`config.mk`:
```
export PLATFORM = sky130hd
export DESIGN_NAME = proc_ring_pe
export DESIGN_NICKNAME = d
export VERILOG_FILES = /design/src/rtl/proc_ring_pe.sv
export SDC_FILE = /design/constraint.sdc
export NUM_CORES = 1
export LEC_CHECK = 0
export CORE_MARGIN = 4
export CORE_UTILIZATION = 30
export CTS_CLUSTER_DIAMETER = 50
export DETAILED_ROUTE_END_ITERATION = 6
export GPL_ROUTABILITY_DRIVEN = 0
export SLEW_MARGIN = 40
export SYNTH_ARGS = -nofsm -noshare
export SYNTH_HDL_FRONTEND = slang
export SYNTH_SLANG_ARGS = --single-unit
```
`constraint.sdc`:
```
create_clock -name clk -period 5.6 [get_ports clk]
set_clock_uncertainty 0.05 [all_clocks]
set_input_delay 0.56 -clock clk [delete_from_list [all_inputs] [get_ports clk]]
set_output_delay 0.56 -clock clk [all_outputs]
set_load 0.05 [all_outputs]
```
`src/rtl/proc_ring_pe.sv`:
```
// Systolic ring processing element: forwards samples and emits a signed dot product every N terms.
// Optional macro PROC_RING_SAT_EN saturates the final result to the signed DATA_W range.
module proc_ring_pe #(
    parameter int unsigned DATA_W    = 16,
    parameter int unsigned ACC_W     = 40,
    parameter int unsigned N         = 4,
    parameter int unsigned OUT_SHIFT = 0
) (
    input  logic                      clk,
    input  logic                      reset,
    input  logic                      init,
    input  logic [DATA_W-1:0]         x_init,
    input  logic                      in_valid,
    input  logic [DATA_W-1:0]         x,
    input  logic                      a_load,
    input  logic [DATA_W-1:0]         a_in,
    output logic [DATA_W-1:0]         y,
    output logic                      y_valid,
    output logic                      y_is_sum,
    output logic [$clog2(N)-1:0]      cnt
);

    localparam int unsigned CNT_W  = $clog2(N);
    localparam int unsigned PROD_W = 2 * DATA_W;
    localparam logic [CNT_W-1:0] LAST = CNT_W'(N - 1);

    logic signed [DATA_W-1:0] a_reg;
    logic signed [ACC_W-1:0]  acc;
    logic signed [PROD_W-1:0] prod_c;
    logic signed [ACC_W-1:0]  sum_c;
    logic        [DATA_W-1:0] res_c;

    // Signed MAC; the size cast of a signed product sign-extends into the accumulator width
    always_comb begin
        prod_c = $signed(x) * a_reg;
        sum_c  = acc + ACC_W'(prod_c);
    end

`ifdef PROC_RING_SAT_EN
    logic signed [ACC_W-1:0] shifted_c;

    // Clamp when the bits above the DATA_W sign bit are not a pure sign extension
    always_comb begin
        shifted_c = sum_c >>> OUT_SHIFT;
        res_c     = shifted_c[DATA_W-1:0];
        if (!((&shifted_c[ACC_W-1:DATA_W-1]) || !(|shifted_c[ACC_W-1:DATA_W-1]))) begin
            res_c = shifted_c[ACC_W-1] ? {1'b1, {(DATA_W-1){1'b0}}}
                                       : {1'b0, {(DATA_W-1){1'b1}}};
        end
    end
`else
    always_comb begin
        res_c = DATA_W'(sum_c >>> OUT_SHIFT);
    end
`endif

    // Coefficient register; a load takes effect from the next accepted sample
    always_ff @(posedge clk or posedge reset) begin
        if (reset) begin
            a_reg <= '0;
        end else if (a_load) begin
            a_reg <= $signed(a_in);
        end
    end

    // Forward/accumulate datapath with init taking priority over a valid sample
    always_ff @(posedge clk or posedge reset) begin
        if (reset) begin
            y        <= '0;
            y_valid  <= 1'b0;
            y_is_sum <= 1'b0;
            cnt      <= '0;
            acc      <= '0;
        end else if (init) begin
            y        <= x_init;
            y_valid  <= 1'b1;
            y_is_sum <= 1'b0;
            cnt      <= '0;
            acc      <= '0;
        end else if (in_valid) begin
            y_valid <= 1'b1;
            if (cnt == LAST) begin
                y        <= res_c;
                y_is_sum <= 1'b1;
                cnt      <= '0;
                acc      <= '0;
            end else begin
                y        <= x;
                y_is_sum <= 1'b0;
                cnt      <= cnt + CNT_W'(1);
                acc      <= sum_c;
            end
        end else begin
            y_valid <= 1'b0;
        end
    end

endmodule

```
==> results of run 1 <==
## worst register-to-register path, cell delays in order, from the launching register on
cell and delay (ns):
dfrtp_2 0.47, buf_4 0.17, and2_4 0.13, fa_2 0.52, inv_2 0.04, fa_2 0.36
fa_1 0.47, fa_1 0.52, inv_2 0.04, fa_1 0.55, inv_2 0.04, fa_1 0.51
inv_2 0.05, ha_4 0.21, a21o_1 0.19, buf_6 0.12, a221o_1 0.30, a31o_2 0.24
mux2i_1 0.16, o211ai_1 0.12, a32oi_1 0.21
## cell type report
type / count / share of cell area
Clock buffer: 5 / 0.0139
Clock inverter: 3 / 0.00319
Inverter: 185 / 0.0770
Multi-Input combinational cell: 493 / 0.564
Sequential cell: 52 / 0.145
Tap cell: 313 / 0.0434
Timing Repair Buffer: 154 / 0.153
## through the flow
stage	instances	cell area (um^2)	util	hold slack, ns
floorplan	759	7130	-	0.405
global placement	1182	8590	0.375	0.449
detailed placement	1182	8590	0.375	0.453
CTS	1199	8930	0.390	0.474
global route	1205	9020	0.394	0.491
finish	1205	9020	0.394	0.468
## timing repair
| item | 4_1_cts | 5_1_grt |
|---|---|---|
| resized for setup | 64 | 18 |
| buffers inserted | 9 | 7 |
| pin swaps | 40 | 28 |
| endpoints found under the setup margin | 9 | 9 |
## path summary, 6_finish.rpt
check	end	slack (ns)	depth (start not counted)
max reg2reg	y[14]	0.07	20
min reg2reg	acc[1]	0.47	1
max in group asynchronous	a_reg[1]	4.26	3
min in group asynchronous	a_reg[12]	0.71	3
min	acc[1]	0.47	1
max	y[14]	0.07	20
## placed cells by master (no fill, tap or decap), types with 3 or more instances in the layout
master             n
inv_1            174
fa_1              88
and2_1            72
buf_4             69
nand2_1           61
clkdlybuf4s50_1   61
ha_1              55
dfrtp_1           49
xnor2_1           31
a21oi_1           19
nor2_1            17
mux2_2            16
and2_4            13
a22o_1            13
mux2i_1           12
inv_2             11
o21ai_1           10
buf_6             10
ha_4               7
o31ai_1            5
xor2_1             5
fa_2               5
ha_2               5
clkbuf_16          5
buf_2              5
a211oi_1           4
a21o_1             4
a21oi_2            4
o211ai_1           4
o21ai_0            3
o21a_1             3
o21bai_1           3
and3_1             3
nand2b_1           3
dfrtp_2            3
dlygate4sd2_1      3
buf_12             3
## cell families after synthesis
family,Yosys count
multiplexers,28
AND/OR/NAND/NOR,181
buffers and inverters,214
adder cells (fa/ha/maj),160
AO/OA/AOI/OAI,83
XOR/XNOR,41
flip-flops,52
## per-layer routing
| metal | global-route usage | routed length (um) | vias up | part of all wire |
|---|---|---|---|---|
| li1 | - | - | 2573 | - |
| met5 | 0 | 0 | - | 0 |
| met2 | 0.251 | 8890 | 108 | 0.48 |
| met3 | 0.0181 | 881 | 17 | 0.047 |
| met4 | 0.0364 | 306 | 0 | 0.016 |
| met1 | 0.210 | 8600 | 2625 | 0.46 |
==> flow_summary.json, run 1 <==
{
  "cts_buffer_depth": 2,
  "floorplan.initialDensity": 0.308,
  "path_buf_inv": 6,
  "nets": 1104,
  "syn-instance-count": 759,
  "grt_setup_unrepaired": "true",
  "ff_latch_area_um2": 1310,
  "ys.flop_type": "dfrtp_1",
  "final_layout_size_suffix_gt1_frac": 0.193,
  "crit_path_top_delay_cell": "fa_1",
  "antenna_found_initial": 0,
  "worst_path_arrival_time_ns": 5.72,
  "synth-compound-area-share": 0.0804,
  "chipWidth_um": 161,
  "hold_path_startpoint": "acc[1]",
  "synth_most_common_cell": "inv_1",
  "yosysTopAreaCell": "fa_1",
  "dpl.hpwl_um": 15100,
  "worst_slew_pin_slew_ns": 0.777,
  "fin_max_slew_vios": 0,
  "synth-simple-area-share": 0.133,
  "cap_violations": 0,
  "floorplan.core_area_um2": 22900,
  "holdCritPathClass": "reg2reg",
  "numCtsBuffers": 5,
  "synth_mux_area_frac": 0.0425,
  "r2r_start": "a_reg[6]",
  "synth_async_sr_flop_share": 1.00,
  "cp.required_ns": 5.78,
  "timing.fmax_mhz": 181,
  "number_of_global_route_vias_before_repair": 5869,
  "hold_viol_final": 0,
  "yosysUniqueCellTypes": 46,
  "detail_route.wl_per_cell_um": 15.5,
  "grt_first_pass_wirelength_um": 31500,
  "drtAntennaViolNets": 0,
  "crit_path_launch_type": "flop",
  "clock_sink_count": 52,
  "multiInputGateArea_um2": 5090,
  "num_rows": 55,
  "timing.critical_path.to_type": "flop",
  "postRouteWirelength_um": 18700,
  "synth.yosys.seq_area_share": 0.184,
  "synthTopCellsByCount": "184 x inv_1, 93 x fa_1, 84 x and2_1, 67 x ha_1, 61 x nand2_1",
  "antenna-diode-count": 0,
  "start_point_of_the_critical_path": "a_reg[6]",
  "postSynthNetCount": 972,
  "final.fill_count": 2283,
  "clkSlewWorstSetupHoldPaths_ns": 0.08,
  "post_synth_fa_ha_maj_area_fraction": 0.382,
  "slew_headroom": 0.480,
  "setup_violations": 0,
  "timing.critical_path.slowest_cell_delay_ns": 0.55,
  "synth_area_leaders": "fa_1 26%, dfrtp_1 18%, ha_1 12%",
  "synthesis.yosys.warnings": 0,
  "period_share": 0.988,
  "maximum_number_of_pins_on_one_net_before_global_route_repair": 53,
  "critPathTopFamily": "adder cells",
  "timing.setup.tns_ns": 0,
  "drt_iter0_markers": 190,
  "route.detailed.drc": 0,
  "synth_top_family_by_area": "adder cells",
  "status": "finished clean",
  "synth_enable_flop_cells": 0,
  "grt_overflow": 0,
  "die_height_um": 161,
  "holdBufCountCts": 0,
  "die_area_um2": 26100,
  "cell_area_after_technology_mapping_um2": 7070,
  "globalRouteTotalUtil": 0.151,
  "design.portCount": 73,
  "synth.avg_cell_area_um2": 9.31,
  "cts_tree": "built",
  "yosys.area.top_type_share": 0.264,
  "detailedRoute.firstPassIterationCount": 4,
  "criticalPathCategory": "reg2reg",
  "synth-xor-area-share": 0.0558,
  "ctsHtreeMaxLevel": 2,
  "port_buffers": 72,
  "placement.setup.worst_slack_ns": -0.718,
  "cts-root-buf": "clkbuf_16",
  "vias_per_cell": 4.42,
  "ys_seq_elements": 52,
  "crit_chain": "buf_4, and2_4, fa_2, inv_2, fa_2, fa_1, fa_1, inv_2, fa_1, inv_2, fa_1, inv_2, ha_4, a21o_1, buf_6, a221o_1, a31o_2, mux2i_1, o211ai_1, a32oi_1",
  "insertion_delay_ns": 0.31,
  "layout_min_cycle_time_ns": 5.53,
  "area_delta_synth_final_pct": 27.7,
  "vias": 5323,
  "crit_fanout": 5,
  "setup_ws_ns": 0.0663
}
Power of run 1 is left out: the tool's default activity adds up to more than one toggle a clock period on the data nets, which glitch-free logic cannot reach.
==> run 2, diff against run 1 <==
- GPL_TIMING_DRIVEN: unset -> 0
==> flow_summary.json, run 2 (synthesis gave the netlist of run 1 again) <==
{
  "insertion_delay_ns": 0.31,
  "floorplan.initialDensity": 0.308,
  "r2r_start": "a_reg[4]",
  "crit_fanout": 6,
  "worst_slew_pin_slew_ns": 0.771,
  "clock_sink_count": 52,
  "placement.setup.worst_slack_ns": -1.37,
  "chipWidth_um": 161,
  "criticalPathCategory": "in2reg",
  "vias": 5269,
  "crit_chain": "clkdlybuf4s15_2, and2_4, fa_1, inv_2, fa_1, fa_1, inv_1, fa_1, fa_1, inv_1, fa_1, inv_2, ha_4, and3_4, a221o_1, a21oi_2, o21bai_2, a21o_1, xnor2_2, o221ai_2",
  "port_buffers": 71,
  "timing.fmax_mhz": 178,
  "clkSlewWorstSetupHoldPaths_ns": 0.08,
  "dpl.hpwl_um": 15100,
  "antenna-diode-count": 0,
  "layout_common_cells": "174 x inv_1, 90 x fa_1, 75 x and2_1",
  "path_buf_inv": 5,
  "timing.critical_path.slowest_cell_delay_ns": 0.55,
  "setup_ws_ns": -0.0189,
  "drt_iter0_markers": 299,
  "drtAntennaViolNets": 0,
  "number_of_global_route_vias_before_repair": 5498,
  "grt_overflow": 0,
  "worst_path_arrival_time_ns": 5.76,
  "cts-root-buf": "clkbuf_16",
  "crit_path_launch_type": "primary input",
  "fin_max_slew_vios": 0,
  "grt_first_pass_wirelength_um": 31200,
  "r2r_setup_slack_ns": 0.02,
  "critPathTopFamily": "adder cells",
  "final.fill_count": 2325,
  "crit_path_top_delay_cell": "fa_1",
  "violations": "negative setup slack",
  "design.portCount": 73,
  "num_rows": 55,
  "postRouteWirelength_um": 19500,
  "timing.critical_path.to_type": "flop",
  "area_delta_synth_final_pct": 23.4,
  "final_layout_size_suffix_gt1_frac": 0.149,
  "floorplan.core_area_um2": 22900,
  "cap_violations": 0,
  "grt_setup_unrepaired": "true",
  "die_area_um2": 26100,
  "antenna_found_initial": 1,
  "vias_per_cell": 4.49,
  "detail_route.wl_per_cell_um": 16.6,
  "regToRegEndpoint": "y[15]",
  "hold_viol_final": 0,
  "route.detailed.drc": 0,
  "nets": 1072,
  "cell_mode_on_critical_path": "fa_1",
  "globalRouteTotalUtil": 0.153,
  "holdCritPathClass": "in2async",
  "die_height_um": 161,
  "layout.cells.most_common": "inv_1",
  "cts_tree": "built",
  "slew_headroom": 0.486,
  "ctsHtreeMaxLevel": 2,
  "status": "complete, but fails checks",
  "cp.required_ns": 5.74,
  "period_share": 1.00,
  "maximum_number_of_pins_on_one_net_before_global_route_repair": 41,
  "setup_violations": 1,
  "timing.reg2reg.worst_path_depth": 20,
  "cts_buffer_depth": 2,
  "detailedRoute.firstPassIterationCount": 4,
  "numCtsBuffers": 5,
  "layout_min_cycle_time_ns": 5.62
}
run 2: area by class of cell:
class | count | area [um^2] | area share
Timing Repair Buffer | 99 | 901 | 0.103
Sequential cell | 52 | 1310 | 0.150
Tap cell | 313 | 392 | 0.0449
Inverter | 185 | 697 | 0.0799
Multi-Input combinational cell | 493 | 5050 | 0.579
Clock inverter | 3 | 27.5 | 0.00316
Buffer | 23 | 220 | 0.0253
Clock buffer | 5 | 125 | 0.0144
run 2: worst max path at each step:
stage                  start    end  slack (ns)  cells after the start
finish                 x[11]  y[15]       -0.02                     20
global route        a_reg[5]  y[15]       -0.17                     19
CTS                 a_reg[3]  y[15]       -0.13                     20
detailed placement      x[3]  y[15]       -1.37                     20
global placement        x[2]  y[15]       -1.35                     22
floorplan               x[6]  y[15]        0.01                     20
run 2: per-stage QoR:
stage | area (um^2) | std cells | hold WS [ns] | utilization | TNS (ns)
finish | 8720 | 1173 | 0.455 | 0.380 | -0.0189
global route | 8720 | 1173 | 0.466 | 0.380 | -0.700
CTS | 8690 | 1173 | 0.461 | 0.379 | -0.213
detailed placement | 8250 | 1144 | 0.444 | 0.360 | -17.17
global placement | 8230 | 1143 | 0.442 | 0.359 | -16.21
floorplan | 7130 | 759 | 0.405 | - | 0
run 2: repair_timing:
action	CTS	global route
pin swaps	24	27
hold buffers	0	0
buffers inserted	23	4
hold endpoints to repair	0	0
gates resized for setup	105	19
endpoints found under the setup margin	17	10
run 2: routing by layer:
| layer | vias to the layer above | share of wire | track usage |
|---|---|---|---|
| met4 | 0 | 0.0086 | 0.0314 |
| met2 | 110 | 0.49 | 0.256 |
| met5 | - | 0 | 0 |
| met3 | 7 | 0.045 | 0.0191 |
| li1 | 2505 | - | - |
| met1 | 2647 | 0.46 | 0.214 |
Power of run 2 is left out for the same reason.
==> variant 1: new RTL, config.mk and constraints of run 2 <==
Register the output `y_valid` once more, cleared by the reset; this adds one clock of latency there. The other outputs are not delayed to match.
--- a/src/rtl/proc_ring_pe.sv
+++ b/src/rtl/proc_ring_pe.sv
@@ -23,6 +23,8 @@
     localparam int unsigned CNT_W  = $clog2(N);
     localparam int unsigned PROD_W = 2 * DATA_W;
     localparam logic [CNT_W-1:0] LAST = CNT_W'(N - 1);
+
+    logic y_valid_s0;
 
     logic signed [DATA_W-1:0] a_reg;
     logic signed [ACC_W-1:0]  acc;
@@ -67,18 +69,18 @@
     always_ff @(posedge clk or posedge reset) begin
         if (reset) begin
             y        <= '0;
-            y_valid  <= 1'b0;
+            y_valid_s0 <= 1'b0;
             y_is_sum <= 1'b0;
             cnt      <= '0;
             acc      <= '0;
         end else if (init) begin
             y        <= x_init;
-            y_valid  <= 1'b1;
+            y_valid_s0 <= 1'b1;
             y_is_sum <= 1'b0;
             cnt      <= '0;
             acc      <= '0;
         end else if (in_valid) begin
-            y_valid <= 1'b1;
+            y_valid_s0 <= 1'b1;
             if (cnt == LAST) begin
                 y        <= res_c;
                 y_is_sum <= 1'b1;
@@ -91,7 +93,15 @@
                 acc      <= sum_c;
             end
         end else begin
-            y_valid <= 1'b0;
+            y_valid_s0 <= 1'b0;
+        end
+    end
+
+    always_ff @(posedge clk or posedge reset) begin
+        if (reset) begin
+            y_valid <= '0;
+        end else begin
+            y_valid <= y_valid_s0;
         end
     end
 
Formal check against the unedited RTL: not equivalent (a bounded check fails within 4 cycles, from zero or initial values and one cycle with reset high).
==> variant 1 against run 2 <==
Worst setup slack improved by 0.038 ns. Routed wire length fell by 1.0%. Synthesized area about the same. Cell area up 0.49%. Hold slack got worse by 0.15 ns. Die area barely moved. Sequential cell count grew 1. Largest cell class unchanged.
Power is not shown: default switching activity piles up to over one toggle a cycle in this logic, so the estimate is an artifact.
==> variant 1: results (changes against run 2) <==
[layout]
buf_share = 0.125  ; -0.00377
buffers = 119  ; -2.5%
n_clock_buffer = 6  ; +1
nNetsFinal = 1068  ; -0.37%
multiInputGateArea_sq_um = 5100  ; +0.97%
inverters = 184  ; -0.54%
multi_input_comb_cells = 492  ; -0.20%
n_fill_cell = 2321  ; -0.17%
drive_gt1_frac = 0.132  ; -0.0168
register_area_sq_um = 1330  ; +1.9%

[global_route]
antenna_found_initial = 0  ; -1
use_met1 = 0.218  ; +0.00351
gr-usage-met3 = 0.0186  ; -0.000510
grt_usage = 0.153  ; +0.000249
grt_max_degree = 42  ; +2.4%
grt_use_met2 = 0.245  ; -0.0111
grt_pass1_wl_microns = 31600  ; +1.3%
grt_pass1_vias = 5686  ; +3.4%

[outcome]
status = finished clean

[placement]
hpwl_microns = 15000  ; -0.33%
pre_cts_ws_ns = -1.52  ; -0.143 ns

[logic_synthesis]
ys_seq_area_frac = 0.188  ; +0.00348
ys_top_cells_by_area = fa_1 26%, dfrtp_1 19%, ha_1 12%, inv_1 9.7%, and2_1 7.7%
synth_seq_cells = 53  ; +1.9%
ys_top_cells_by_count = 182 x inv_1, 93 x fa_1, 87 x and2_1
ys_types = 45  ; -2.2%

[min_path]
hp-class = reg -> reg

[setup_path]
worstRegToRegCells = 21  ; +5.0%
path_max_fanout = 3  ; -3

[timing]
relSlewSlack = 0.511  ; +0.0256

[drt]
viasPerCell = 4.47  ; -0.59%
drtIter0Drc = 283  ; -5.4%
wl_per_cell_microns = 16.5  ; -0.68%

[variant 1: metal layers]
metal | part of all wire | vias to the layer above
li1 | - | 2485
met3 | 0.050 | 22
met4 | 0.025 | 0
met1 | 0.46 | 2590
met5 | 0 | -
met2 | 0.46 | 123
[variant 1: cell families after synthesis]
group                      count (synthesis)  share of synthesized area
buffers and inverters                    214                      0.117
AOI/OAI and AO/OA                         78                     0.0768
xor gates and xnor gates                  43                     0.0584
muxes                                     29                     0.0441
adders and majority gates                160                      0.382
and+or+nand+nor                          182                      0.134
DFF                                       53                      0.188
[variant 1: worst max path at each step]
stage	from	slack (ns)	endpoint	depth (start not counted)
2_1_floorplan	x[5]	0.003	acc[15]$_DFFE_PP0P_	20
3_3_place_gp	x[2]	-1.47	y[12]$_DFFE_PP0P_	19
3_5_place_dp	x[2]	-1.52	y[12]$_DFFE_PP0P_	19
4_1_cts	a_reg[2]$_DFFE_PP0P_	-0.07	acc[15]$_DFFE_PP0P_	20
5_1_grt	a_reg[3]$_DFFE_PP0P_	-0.19	y[15]$_DFFE_PP0P_	22
6_report	a_reg[3]$_DFFE_PP0P_	0.02	y[15]$_DFFE_PP0P_	21
[variant 1: through the flow]
stage                util  cells  cell area [sq um]
floorplan               -    759               7080
global placement    0.357   1143               8190
detailed placement  0.358   1144               8210
CTS                 0.378   1168               8670
global route        0.382   1169               8760
finish              0.382   1169               8760
[variant 1: repair_timing]
action / in CTS / in global routing
pin swaps: 23 / 13
endpoints found under the setup margin: 17 / 9
gates resized for setup: 99 / 32
buffers inserted: 18 / 3
==> variant 2: new RTL, flow settings as in run 2 <==
Made on the original files. The option `PROC_RING_SAT_EN` is turned on by a define.
--- a/src/rtl/proc_ring_pe.sv
+++ b/src/rtl/proc_ring_pe.sv
@@ -1,5 +1,7 @@
 // Systolic ring processing element: forwards samples and emits a signed dot product every N terms.
 // Optional macro PROC_RING_SAT_EN saturates the final result to the signed DATA_W range.
+`define PROC_RING_SAT_EN
+
 module proc_ring_pe #(
     parameter int unsigned DATA_W    = 16,
     parameter int unsigned ACC_W     = 40,
Formal check against the unedited RTL: not equivalent (Yosys sat finds a counterexample within 10 cycles, from zero or initial values and one cycle with reset high).
==> variant 2 against run 2 <==
The run still ends with setup timing left. Cell area is 140% higher. Register-to-register slack worse by 1.6 ns. Sequential cell count is 24 higher. Routed wire length grew to 2.5 times the old value. Die area is 120% higher. Critical path depth is 8 higher. Worst setup slack worse by 1.6 ns. Synthesized area is 130% higher. Critical path type is now reg -> reg. Largest cell class unchanged.
Power is not shown: default switching activity piles up to over one toggle a cycle in this logic, so the estimate is an artifact.
==> variant 2: results (changes against run 2) <==
[min_path]
hp-class = reg -> reg

[setup_path]
worstRegToRegCells = 28  ; +40%
critPathArrivalTime_ns = 7.47  ; +1.71 ns
r2r-start = a_reg[2]$_DFFE_PP0P_
crit_slowest_cell = fa_2
slowest_delay_ns = 0.64  ; +0.09 ns

[timing]
relSlewSlack = 0.509  ; +0.0230
setup_viol_count_final = 40  ; +39
finalSetupTns_ns = -36.18  ; -36.16 ns
worst_slack_ns = -1.62  ; -1.60 ns

[layout]
final_area_sq_um = 20900  ; +140%
sh_seq_area = 0.0920  ; -0.0579
inverters = 389  ; +110%
multi_input_comb_cells = 1214  ; +150%
drive_gt1_frac = 0.238  ; +0.0888
multi_input_area_share = 0.672  ; +0.0930
nNetsFinal = 2434  ; +130%
buffers = 245  ; +100%
n_clock_buffer = 12  ; +7
largest_reg_flops = 40
nFlopsAndLatches = 76  ; +46%
clkCellAreaFrac = 0.0134  ; -0.00413
buf_share = 0.109  ; -0.0195

[logic_synthesis]
yosys.area_share.adder = 0.491  ; +0.108
syn_inst = 1752  ; +130%
synth_warnings = 0  ; unchanged
ys_seq_area_frac = 0.116  ; -0.0684
synth_xor_area_frac = 0.0155  ; -0.0403
postSynthAreaPerCell_sq_um = 9.38  ; +0.72%
ys_top_cells_by_area = fa_1 40%, dfrtp_1 12%, inv_1 8.8%, ha_1 8.8%, and2_1 4.8%
synth_compound_area_frac = 0.113  ; +0.0328
synthMuxAreaShare = 0.0148  ; -0.0277
syn_nets = 2251  ; +130%
ys_top_cells_by_count = 387 x inv_1, 330 x fa_1, 190 x nand2_1

[outcome]
failed_checks = setup timing
status = finished with violations

[global_route]
grt_use_met2 = 0.297  ; +0.0410
use_met1 = 0.218  ; +0.00432
gr-usage-met3 = 0.0266  ; +0.00743
grt_max_degree = 48  ; +17%
grt_usage = 0.171  ; +0.0182
grt_pass1_wl_microns = 79800  ; +160%

[drt]
viasPerCell = 4.92  ; +9.6%
wl_per_cell_microns = 18.7  ; +12%
met2WireLength_microns = 24800  ; +160%
top_layer = met5
dr_wl_met3_microns = 2360  ; +170%

[placement]
hpwl_microns = 39400  ; +160%
pre_cts_ws_ns = -3.38  ; -2.01 ns
dp.cells = 2519  ; +120%
io_buffers = 70  ; -1.4%

[clock_tree]
htreeDepth = 3  ; +1
clk_latency_ns = 0.38  ; +0.07 ns
numCtsBuffers = 9  ; +4

-- variant 2: how the worst min path moves through the flow --
stage	end	slack, ns	cells past startpoint
finish	acc[38]$_DFFE_PP0P_	0.44	2
global route	acc[28]$_DFFE_PP0P_	0.47	2
CTS	acc[38]$_DFFE_PP0P_	0.46	2
detailed placement	acc[38]$_DFFE_PP0P_	0.44	2
global placement	acc[38]$_DFFE_PP0P_	0.42	2
floorplan	acc[18]$_DFFE_PP0P_	0.41	2
-- variant 2: what timing repair did --
item                                    CTS  global route
gates cloned                              2             1
pin swaps                                57            30
hold endpoints to repair                  0             0
resized for setup                       310           102
endpoints found under the setup margin   48            44
buffers inserted                         69            35
-- variant 2: critical path, delay by kind of cell, from the launching register on --
kind | cells | cell delay (ns)
flops | 1 | 0.44
buf+inv | 9 | 0.88
compound gates | 5 | 0.72
fa+ha+maj | 7 | 3.42
mux | 1 | 0.14
simple gates | 6 | 1.46
